--- config.mk ---
export PLATFORM = sky130hd
export DESIGN_NAME = des_round_sequencer
export DESIGN_NICKNAME = d
export VERILOG_FILES = /design/src/rtl/des_round_sequencer.sv
export SDC_FILE = /design/constraint.sdc
export NUM_CORES = 1
export LEC_CHECK = 0
export ABC_CLOCK_PERIOD_IN_PS = 4240
export BUFFER_PORTS_ARGS = -buffer_cell sky130_fd_sc_hd__buf_2
export CORE_MARGIN = 2
export CORE_UTILIZATION = 29
export CTS_CLUSTER_DIAMETER = 50
export DETAILED_ROUTE_END_ITERATION = 6
export PLACE_DENSITY_LB_ADDON = 0.3
export SYNTH_ARGS = -nofsm -noshare
export SYNTH_HDL_FRONTEND = slang
export SYNTH_SLANG_ARGS = --single-unit
--- constraint.sdc ---
create_clock -name clk -period 4.24 [get_ports clk]
set_input_delay 0.848 -clock clk [delete_from_list [all_inputs] [get_ports clk]]
set_output_delay 0.848 -clock clk [all_outputs]
set_load 0.03 [all_outputs]
--- src/rtl/des_round_sequencer.sv ---
// Iterative DES core: one shared round function, sixteen clocks per block.
// Decrypt walks the key schedule backwards by rotating right.
module des_round_sequencer (
  input  logic        clk,
  input  logic        rst_n,
  input  logic        in_valid,
  output logic        in_ready,
  input  logic        decrypt,
  input  logic [63:0] data_in,
  input  logic [63:0] key_in,
  output logic        out_valid,
  input  logic        out_ready,
  output logic [63:0] data_out,
  output logic        busy,
  output logic [4:0]  round
);

  typedef enum logic [1:0] {IDLE = 2'd0, ROUND = 2'd1, DONE = 2'd2} state_t;

  localparam logic [6:0] IP_T [64] = '{
    7'd58, 7'd50, 7'd42, 7'd34, 7'd26, 7'd18, 7'd10, 7'd2,
    7'd60, 7'd52, 7'd44, 7'd36, 7'd28, 7'd20, 7'd12, 7'd4,
    7'd62, 7'd54, 7'd46, 7'd38, 7'd30, 7'd22, 7'd14, 7'd6,
    7'd64, 7'd56, 7'd48, 7'd40, 7'd32, 7'd24, 7'd16, 7'd8,
    7'd57, 7'd49, 7'd41, 7'd33, 7'd25, 7'd17, 7'd9,  7'd1,
    7'd59, 7'd51, 7'd43, 7'd35, 7'd27, 7'd19, 7'd11, 7'd3,
    7'd61, 7'd53, 7'd45, 7'd37, 7'd29, 7'd21, 7'd13, 7'd5,
    7'd63, 7'd55, 7'd47, 7'd39, 7'd31, 7'd23, 7'd15, 7'd7};

  localparam logic [6:0] PC1_T [56] = '{
    7'd57, 7'd49, 7'd41, 7'd33, 7'd25, 7'd17, 7'd9,
    7'd1,  7'd58, 7'd50, 7'd42, 7'd34, 7'd26, 7'd18,
    7'd10, 7'd2,  7'd59, 7'd51, 7'd43, 7'd35, 7'd27,
    7'd19, 7'd11, 7'd3,  7'd60, 7'd52, 7'd44, 7'd36,
    7'd63, 7'd55, 7'd47, 7'd39, 7'd31, 7'd23, 7'd15,
    7'd7,  7'd62, 7'd54, 7'd46, 7'd38, 7'd30, 7'd22,
    7'd14, 7'd6,  7'd61, 7'd53, 7'd45, 7'd37, 7'd29,
    7'd21, 7'd13, 7'd5,  7'd28, 7'd20, 7'd12, 7'd4};

  localparam logic [5:0] PC2_T [48] = '{
    6'd14, 6'd17, 6'd11, 6'd24, 6'd1,  6'd5,  6'd3,  6'd28,
    6'd15, 6'd6,  6'd21, 6'd10, 6'd23, 6'd19, 6'd12, 6'd4,
    6'd26, 6'd8,  6'd16, 6'd7,  6'd27, 6'd20, 6'd13, 6'd2,
    6'd41, 6'd52, 6'd31, 6'd37, 6'd47, 6'd55, 6'd30, 6'd40,
    6'd51, 6'd45, 6'd33, 6'd48, 6'd44, 6'd49, 6'd39, 6'd56,
    6'd34, 6'd53, 6'd46, 6'd42, 6'd50, 6'd36, 6'd29, 6'd32};

  localparam logic [5:0] P_T [32] = '{
    6'd16, 6'd7,  6'd20, 6'd21, 6'd29, 6'd12, 6'd28, 6'd17,
    6'd1,  6'd15, 6'd23, 6'd26, 6'd5,  6'd18, 6'd31, 6'd10,
    6'd2,  6'd8,  6'd24, 6'd14, 6'd32, 6'd27, 6'd3,  6'd9,
    6'd19, 6'd13, 6'd30, 6'd6,  6'd22, 6'd11, 6'd4,  6'd25};

  // Each S-box is its four rows of sixteen nibbles, row 0 in the top bits.
  localparam logic [255:0] SBOX_T [8] = '{
    {64'hE4D12FB83A6C5907, 64'h0F74E2D1A6CB9538, 64'h41E8D62BFC973A50, 64'hFC8249175B3EA06D},
    {64'hF18E6B34972DC05A, 64'h3D47F28EC01A69B5, 64'h0E7BA4D158C6932F, 64'hD8A13F42B67C05E9},
    {64'hA09E63F51DC7B428, 64'hD709346A285ECBF1, 64'hD6498F30B12C5AE7, 64'h1AD069874FE3B52C},
    {64'h7DE3069A1285BC4F, 64'hD8B56F03472C1AE9, 64'hA690CB7DF13E5284, 64'h3F06A1D8945BC72E},
    {64'h2C417AB6853FD0E9, 64'hEB2C47D150FA3986, 64'h421BAD78F9C5630E, 64'hB8C71E2D6F09A453},
    {64'hC1AF92680D34E75B, 64'hAF427C9561DE0B38, 64'h9EF528C3704A1DB6, 64'h432C95FABE17608D},
    {64'h4B2EF08D3C975A61, 64'hD0B7491AE35C2F86, 64'h14BDC37EAF680592, 64'h6BD814A7950FE23C},
    {64'hD2846FB1A93E50C7, 64'h1FD8A374C56B0E92, 64'h7B419CE206ADF358, 64'h21E74A8DFC90356B}};

  // Table entries are 1-based DES bit numbers with bit 1 at the MSB.
  function automatic logic [63:0] ip_f(input logic [63:0] x);
    logic [63:0] y;
    logic [6:0]  src;
    y = 64'd0;
    for (int i = 0; i < 64; i++) begin
      src       = 7'd64 - IP_T[i];
      y[63 - i] = x[src[5:0]];
    end
    return y;
  endfunction

  function automatic logic [63:0] ip_inv_f(input logic [63:0] x);
    logic [63:0] y;
    logic [6:0]  dst;
    y = 64'd0;
    for (int i = 0; i < 64; i++) begin
      dst         = 7'd64 - IP_T[i];
      y[dst[5:0]] = x[63 - i];
    end
    return y;
  endfunction

  function automatic logic [55:0] pc1_f(input logic [63:0] x);
    logic [55:0] y;
    logic [6:0]  src;
    y = 56'd0;
    for (int i = 0; i < 56; i++) begin
      src       = 7'd64 - PC1_T[i];
      y[55 - i] = x[src[5:0]];
    end
    return y;
  endfunction

  function automatic logic [47:0] pc2_f(input logic [55:0] x);
    logic [47:0] y;
    logic [5:0]  src;
    y = 48'd0;
    for (int i = 0; i < 48; i++) begin
      src       = 6'd56 - PC2_T[i];
      y[47 - i] = x[src];
    end
    return y;
  endfunction

  function automatic logic [3:0] sbox_f(input logic [2:0] n, input logic [5:0] b);
    logic [255:0] t;
    logic [5:0]   k;
    t = SBOX_T[n];
    k = {b[5], b[0], b[4:1]};
    return t[8'd255 - {k, 2'b00} -: 4];
  endfunction

  function automatic logic [31:0] f_f(input logic [31:0] r, input logic [47:0] k);
    logic [33:0] x;
    logic [47:0] e;
    logic [31:0] s;
    logic [31:0] y;
    logic [5:0]  src;
    x = {r[0], r, r[31]};
    e = 48'd0;
    s = 32'd0;
    y = 32'd0;
    for (int j = 0; j < 8; j++) e[47 - 6*j -: 6] = x[33 - 4*j -: 6];
    e = e ^ k;
    for (int j = 0; j < 8; j++) s[31 - 4*j -: 4] = sbox_f(3'(j), e[47 - 6*j -: 6]);
    for (int i = 0; i < 32; i++) begin
      src       = 6'd32 - P_T[i];
      y[31 - i] = s[src[4:0]];
    end
    return y;
  endfunction

  function automatic logic [27:0] rot_f(input logic [27:0] x, input logic [2:0] op);
    case (op)
      3'd1:    return {x[26:0], x[27]};
      3'd2:    return {x[25:0], x[27:26]};
      3'd3:    return {x[0], x[27:1]};
      3'd4:    return {x[1:0], x[27:2]};
      default: return x;
    endcase
  endfunction

  state_t      state_q, state_d;
  logic [31:0] l_q, l_d, r_q, r_d;
  logic [55:0] cd_q, cd_d;
  logic        mode_q, mode_d;
  logic [4:0]  round_q, round_d;
  logic [63:0] dout_q, dout_d;
  logic        one_s;
  logic [2:0]  rot_op_s;
  logic [55:0] cd_rot_s;
  logic [31:0] f_s;

  // Per-round rotation: encrypt goes left, decrypt goes right and skips round 1.
  always_comb begin
    one_s    = (round_q == 5'd1) || (round_q == 5'd2) || (round_q == 5'd9) || (round_q == 5'd16);
    rot_op_s = 3'd0;
    if (!mode_q) begin
      rot_op_s = one_s ? 3'd1 : 3'd2;
    end else if (round_q == 5'd1) begin
      rot_op_s = 3'd0;
    end else begin
      rot_op_s = one_s ? 3'd3 : 3'd4;
    end
    cd_rot_s = {rot_f(cd_q[55:28], rot_op_s), rot_f(cd_q[27:0], rot_op_s)};
    f_s      = f_f(r_q, pc2_f(cd_rot_s));
  end

  // Next-state logic for the three-state sequencer and its datapath.
  always_comb begin
    state_d = state_q;
    l_d     = l_q;
    r_d     = r_q;
    cd_d    = cd_q;
    mode_d  = mode_q;
    round_d = round_q;
    dout_d  = dout_q;
    case (state_q)
      IDLE: begin
        if (in_valid) begin
          {l_d, r_d} = ip_f(data_in);
          cd_d       = pc1_f(key_in);
          mode_d     = decrypt;
          round_d    = 5'd1;
          state_d    = ROUND;
        end else begin
          state_d = IDLE;
        end
      end
      ROUND: begin
        l_d  = r_q;
        r_d  = l_q ^ f_s;
        cd_d = cd_rot_s;
        if (round_q == 5'd16) begin
          dout_d  = ip_inv_f({r_d, l_d});
          round_d = 5'd0;
          state_d = DONE;
        end else begin
          round_d = round_q + 5'd1;
        end
      end
      DONE: begin
        if (out_ready) begin
          state_d = IDLE;
        end else begin
          state_d = DONE;
        end
      end
      default: state_d = IDLE;
    endcase
  end

  // State and datapath registers with synchronous active-low reset.
  always_ff @(posedge clk) begin
    if (!rst_n) begin
      state_q <= IDLE;
      l_q     <= 32'd0;
      r_q     <= 32'd0;
      cd_q    <= 56'd0;
      mode_q  <= 1'b0;
      round_q <= 5'd0;
      dout_q  <= 64'd0;
    end else begin
      state_q <= state_d;
      l_q     <= l_d;
      r_q     <= r_d;
      cd_q    <= cd_d;
      mode_q  <= mode_d;
      round_q <= round_d;
      dout_q  <= dout_d;
    end
  end

  assign in_ready  = (state_q == IDLE);
  assign busy      = (state_q != IDLE);
  assign out_valid = (state_q == DONE);
  assign data_out  = dout_q;
  assign round     = round_q;

endmodule

==> results by stage <==
Outcome:
- The run finished, with violations left.
- The checks that failed: DRC.

Floorplanning:
- The total core area is ~58000 µm².
- The placement row count is 88.
- The initial utilization of the core area, before any placement, comes to 0.2925.
- The die is 245.0 µm tall.
- The die span in x is 245.0 µm.
- Pin placement for this block handled 205 I/O pins.
- The total die area is between 60000 and 70000 µm².

Worst hold path:
- The worst hold endpoint is data_out[21].
- Along the worst hold path, the cell count comes to 2.
- In this run the most critical hold path is launched from data_out[21].
- In this run the worst hold path is classified as flop to flop.

Detailed routing:
- For this block, the routed nets add up to 78650 µm of wire.
- After detailed routing, the average wire length per cell comes to 23.23 µm.
- Before antenna repair, the detailed router went through 7 iterations.
- The number of DRC markers after the initial detailed-route iteration is 1978.
- Using the TritonRoute via totals, the vias-per-cell ratio works out to 5.849.
- The number of nets still failing antenna checks after routing is 0.
- For this block, the via count after detailed routing is 19800.
- In the routed design, unresolved DRC markers number 3.

Worst setup path:
- The worst setup path is launched from a flop.
- The largest fanout of any net on the critical path is 8.
- The startpoint-to-endpoint class of the critical path is flop to flop.
- The kind of end point of the critical path is a flop.
- At the worst endpoint, the arrival time is 4.48 ns.
- The worst flop-to-flop path endpoint is r_q[0].
- In this run the critical register-to-register path is launched from round[0].
- The number of cells on the worst reg-to-reg path is 16.
- STA puts the critical path data required time at about 4.6 ns.
- The worst reg-to-reg setup slack is 0.10 ns.

Cells and area:
- The diode insertion count for antenna repair is 0.
- Leaving out fill and tap cells, the most frequent cell in the layout is sky130_fd_sc_hd__buf_4.
- In the layout the commonest cells are sky130_fd_sc_hd__buf_4 (351), sky130_fd_sc_hd__nand2_1 (263), sky130_fd_sc_hd__a21oi_1 (204).
- The register area is 3855 µm².
- Summing all multi-input logic gate instances after layout gives around 12000 µm².
- In the final layout, the share of cells above drive strength 1 is 0.3029.
- The utilization after layout is 0.3819.
- Compared with the post-synthesis result, the final layout area differs by 30.55%.
- Counting the fill cells in the layout gives 6012.
- Summing all non-filler instances in the final layout gives an area of 21990 µm².
- The number of nets at the end of the flow is 2798.

Pwr:
- The power density over cell area is 535.1 nW/µm².
- The internal cell power is approximately 0.0063 W.
- Of the total power, the share spent switching nets is 0.4641.
- The share of total power dissipated in the clock network is 0.144.
- The highest ir drop seen on vdd is roughly 0.33 mV.
- The share of total power dissipated in combinational logic is 0.655.
- The total power after layout is 0.01177 W.
- Summed over all nets, the switching power comes to around 0.0055 W.
- The leakage power of the design is around 9 nW.
- Of the total power, registers draw 0.201.

Synth:
- The number of distinct standard cells referenced by the synthesized netlist is 106.
- The net count after synthesis is 2430.
- Among all flip-flop cells after synthesis, the most frequent one is sky130_fd_sc_hd__dfxtp_1.
- Yosys mapped a number of flops with a built-in enable equal to 0.
- Dividing the synthesized area by the synthesized cell count gives 7.520 µm².
- The largest total area in the synthesized netlist belongs to sky130_fd_sc_hd__dfxtp_1.
- The cell area after technology mapping is 16840 µm².
- The number of instances in the synthesized netlist is 2240.
- Of the synthesized area, sequential elements account for 0.2282.
- The number of warnings printed during yosys synthesis is 0.
- In the post-synthesis netlist, the biggest area contributors are sky130_fd_sc_hd__dfxtp_1 (23%), sky130_fd_sc_hd__a21oi_1 (6.1%), sky130_fd_sc_hd__nand2_1 (5.9%).
- In this run, synthesis produced a sequential element count of ~190.
- The share of synthesized flip-flops with an asynchronous set or reset is 0.
- The area fraction of the dominant cell type after synthesis is 0.2282.

GRT:
- In the global route stage, met1 resource usage came out at 0.3344.
- The layer carrying the most global-route usage is met2.
- The via count of the first global-routing pass is around 18000.
- The global-route met2 utilization is 0.4118.
- The first global-routing pass estimated 116400 µm of wire.
- In the global route stage, overall resource usage came out at 0.2535.
- Global routing finished with a remaining overflow of 0.
- The global-route track usage on met3 is 0.03958.
- The pin count of the biggest net entering global routing is between 50 and 60.
- The initial antenna violation count is 2.

Clocking:
- The buffer depth of the longest clock path is 2.
- The CTS tree is built.
- Counting the buffers created by CTS gives 17.
- The clock reaches the later pin of the worst-skew pair after ~0.5 ns.
- In this run the number of H-tree levels came out at 4.
- The tree is rooted in a sky130_fd_sc_hd__clkbuf_16.
- The clock drives 192 sinks.
- Clock-pin slew was measured on the worst setup and hold paths at 0.09 ns.
- The number of hold buffers added after cts is 0.

Timing:
- Measured against its own limit, the worst slew margin works out to 0.3131.
- The number of hold violations in the final report came to 0.
- Dividing the final minimum period by the clock period gives 0.9754.
- Setup repair after global routing could not meet its margin everywhere.
- The worst clock skew is 0.02223 ns.
- The pin slew with the least headroom to its limit is 1.026 ns.
- After layout, the worst setup slack is 0.1043 ns.
- The timing-limited maximum frequency is 241.8 MHz.
- The final count of negative-setup-slack endpoints is 0.
- Counting I/O delays and the setup requirement, the final critical path takes 4.136 ns.
- The number of max-slew violations in the final report came to 0.

Run:
- Across the run, the number of max-cap violations was 0.

Placed design:
- The worst slack at placement is -0.1853 ns.
- The number of port buffers is just under 200.
- After detailed placement, the total cell area comes to 20690 µm².
- The half-perimeter wire length of the detailed placement result is 59880 µm.
- Routability-driven placement finished with a final weighted congestion of 0.9778.
## per-stage QoR
| stage | hold slack (ns) | instances | setup TNS, ns |
|---|---|---|---|
| 5_1_grt | 0.4811 | 3386 | -0.4055 |
| 3_3_place_gp | 0.4468 | 3341 | -0.5826 |
| 3_5_place_dp | 0.4439 | 3341 | -1.151 |
| 4_1_cts | 0.4552 | 3376 | 0 |
| 6_report | 0.4566 | 3386 | 0 |
| 2_1_floorplan | 0.4582 | 2240 | 0 |
## cell type report
cell class / instances / area share
clock inverters: 13 / 0.006543
clock buffers: 19 / 0.02014
repair buffers: 569 / 0.1805
well taps: 765 / 0.04353
inverters: 70 / 0.01235
flip-flops and latches: 192 / 0.1753
multi-input cells: 1758 / 0.5616
## registers in the layout, indices dropped and copies added, names as in the netlist
signal    flops
state_q       2
l_q          32
data_out     64
r_q          32
cd_q         56
round         5
mode_q        1
## synthesized netlist by cell type (9+ instances only)
master / count
sky130_fd_sc_hd__nand3_1: 74
sky130_fd_sc_hd__nor2_1: 172
sky130_fd_sc_hd__o211ai_1: 27
sky130_fd_sc_hd__o2111ai_1: 9
sky130_fd_sc_hd__o32ai_1: 12
sky130_fd_sc_hd__mux2_2: 15
sky130_fd_sc_hd__a21o_1: 15
sky130_fd_sc_hd__a22oi_1: 31
sky130_fd_sc_hd__or3_1: 21
sky130_fd_sc_hd__o22ai_1: 29
sky130_fd_sc_hd__a311oi_1: 9
sky130_fd_sc_hd__inv_1: 59
sky130_fd_sc_hd__nand2_1: 267
sky130_fd_sc_hd__mux2i_1: 75
sky130_fd_sc_hd__o21ai_0: 123
sky130_fd_sc_hd__a211oi_1: 51
sky130_fd_sc_hd__buf_6: 13
sky130_fd_sc_hd__mux4_2: 12
sky130_fd_sc_hd__xnor2_1: 58
sky130_fd_sc_hd__a22o_1: 9
sky130_fd_sc_hd__ha_1: 57
sky130_fd_sc_hd__dfxtp_1: 192
sky130_fd_sc_hd__xor2_1: 27
sky130_fd_sc_hd__buf_4: 12
sky130_fd_sc_hd__a31oi_1: 24
sky130_fd_sc_hd__buf_1: 24
sky130_fd_sc_hd__nand2b_1: 10
sky130_fd_sc_hd__a221oi_1: 55
sky130_fd_sc_hd__o31ai_1: 11
sky130_fd_sc_hd__clkbuf_1: 129
sky130_fd_sc_hd__nand4_1: 12
sky130_fd_sc_hd__buf_2: 42
sky130_fd_sc_hd__o221ai_1: 62
sky130_fd_sc_hd__and3_1: 17
sky130_fd_sc_hd__o21ai_1: 11
sky130_fd_sc_hd__a32oi_1: 10
sky130_fd_sc_hd__nor2b_1: 11
sky130_fd_sc_hd__nor3_1: 63
sky130_fd_sc_hd__a21oi_1: 205
## kinds of logic after synthesis
kind of cell | after synthesis | synth area share
and+or+nand+nor | 696 | 0.1876
DFF | 192 | 0.2282
xor gates and xnor gates | 99 | 0.05838
buffers and inverters | 290 | 0.07628
adders and majority gates | 57 | 0.04234
muxes | 102 | 0.07064
AOI/OAI and AO/OA | 804 | 0.3366
## power by group through the flow
stage / combinational [W] / sequential (W) / clock (W)
final: 0.00771 / 0.00236 / 0.00170
after global routing: 0.00829 / 0.00237 / 0.00176
after CTS: 0.00727 / 0.00233 / 0.00170
after detailed placement: 0.00719 / 0.00237 / 0
after global placement: 0.00713 / 0.00237 / 0
after floorplan: 0.00432 / 0.00213 / 0
## metal layers
layer  vias to the layer above  routed length [µm]
met5                         -                  15
met4                         4                3184
li1                       9096                   -
met2                       925               36250
met1                      9627               33310
met3                       152                5885
## worst max-delay path by stage
stage               cells after the start  slack [ns]            to      from
global route                           16       -0.06        r_q[0]  round[1]
CTS                                    18       0.002  data_out[34]  round[0]
floorplan                              20      0.0005       r_q[11]  round[1]
finish                                 16        0.10        r_q[0]  round[0]
detailed placement                     17       -0.19       r_q[15]  round[0]
global placement                       17       -0.10       r_q[15]  round[1]
## critical path: stages, from the launching register on
cell and delay, ns:
sky130_fd_sc_hd__dfxtp_4 0.38, sky130_fd_sc_hd__inv_4 0.07, sky130_fd_sc_hd__ha_4 0.14, sky130_fd_sc_hd__or3b_4 0.38, sky130_fd_sc_hd__a221oi_4 0.33, sky130_fd_sc_hd__buf_4 0.17, sky130_fd_sc_hd__buf_6 0.11, sky130_fd_sc_hd__buf_8 0.12
sky130_fd_sc_hd__a22o_1 0.17, sky130_fd_sc_hd__a211oi_4 0.10, sky130_fd_sc_hd__xnor2_4 0.29, sky130_fd_sc_hd__ha_1 0.31, sky130_fd_sc_hd__mux4_2 0.51, sky130_fd_sc_hd__mux4_2 0.55, sky130_fd_sc_hd__xor2_2 0.21, sky130_fd_sc_hd__nor2_1 0.09
sky130_fd_sc_hd__nor3_1 0.05
## what timing repair did
action | CTS | global route
setup buffers | 3 | 10
pin swaps | 5 | 34
gates resized for setup | 17 | 103
endpoints found under the setup margin | 25 | 61
(Power assumes the default switching activity.)
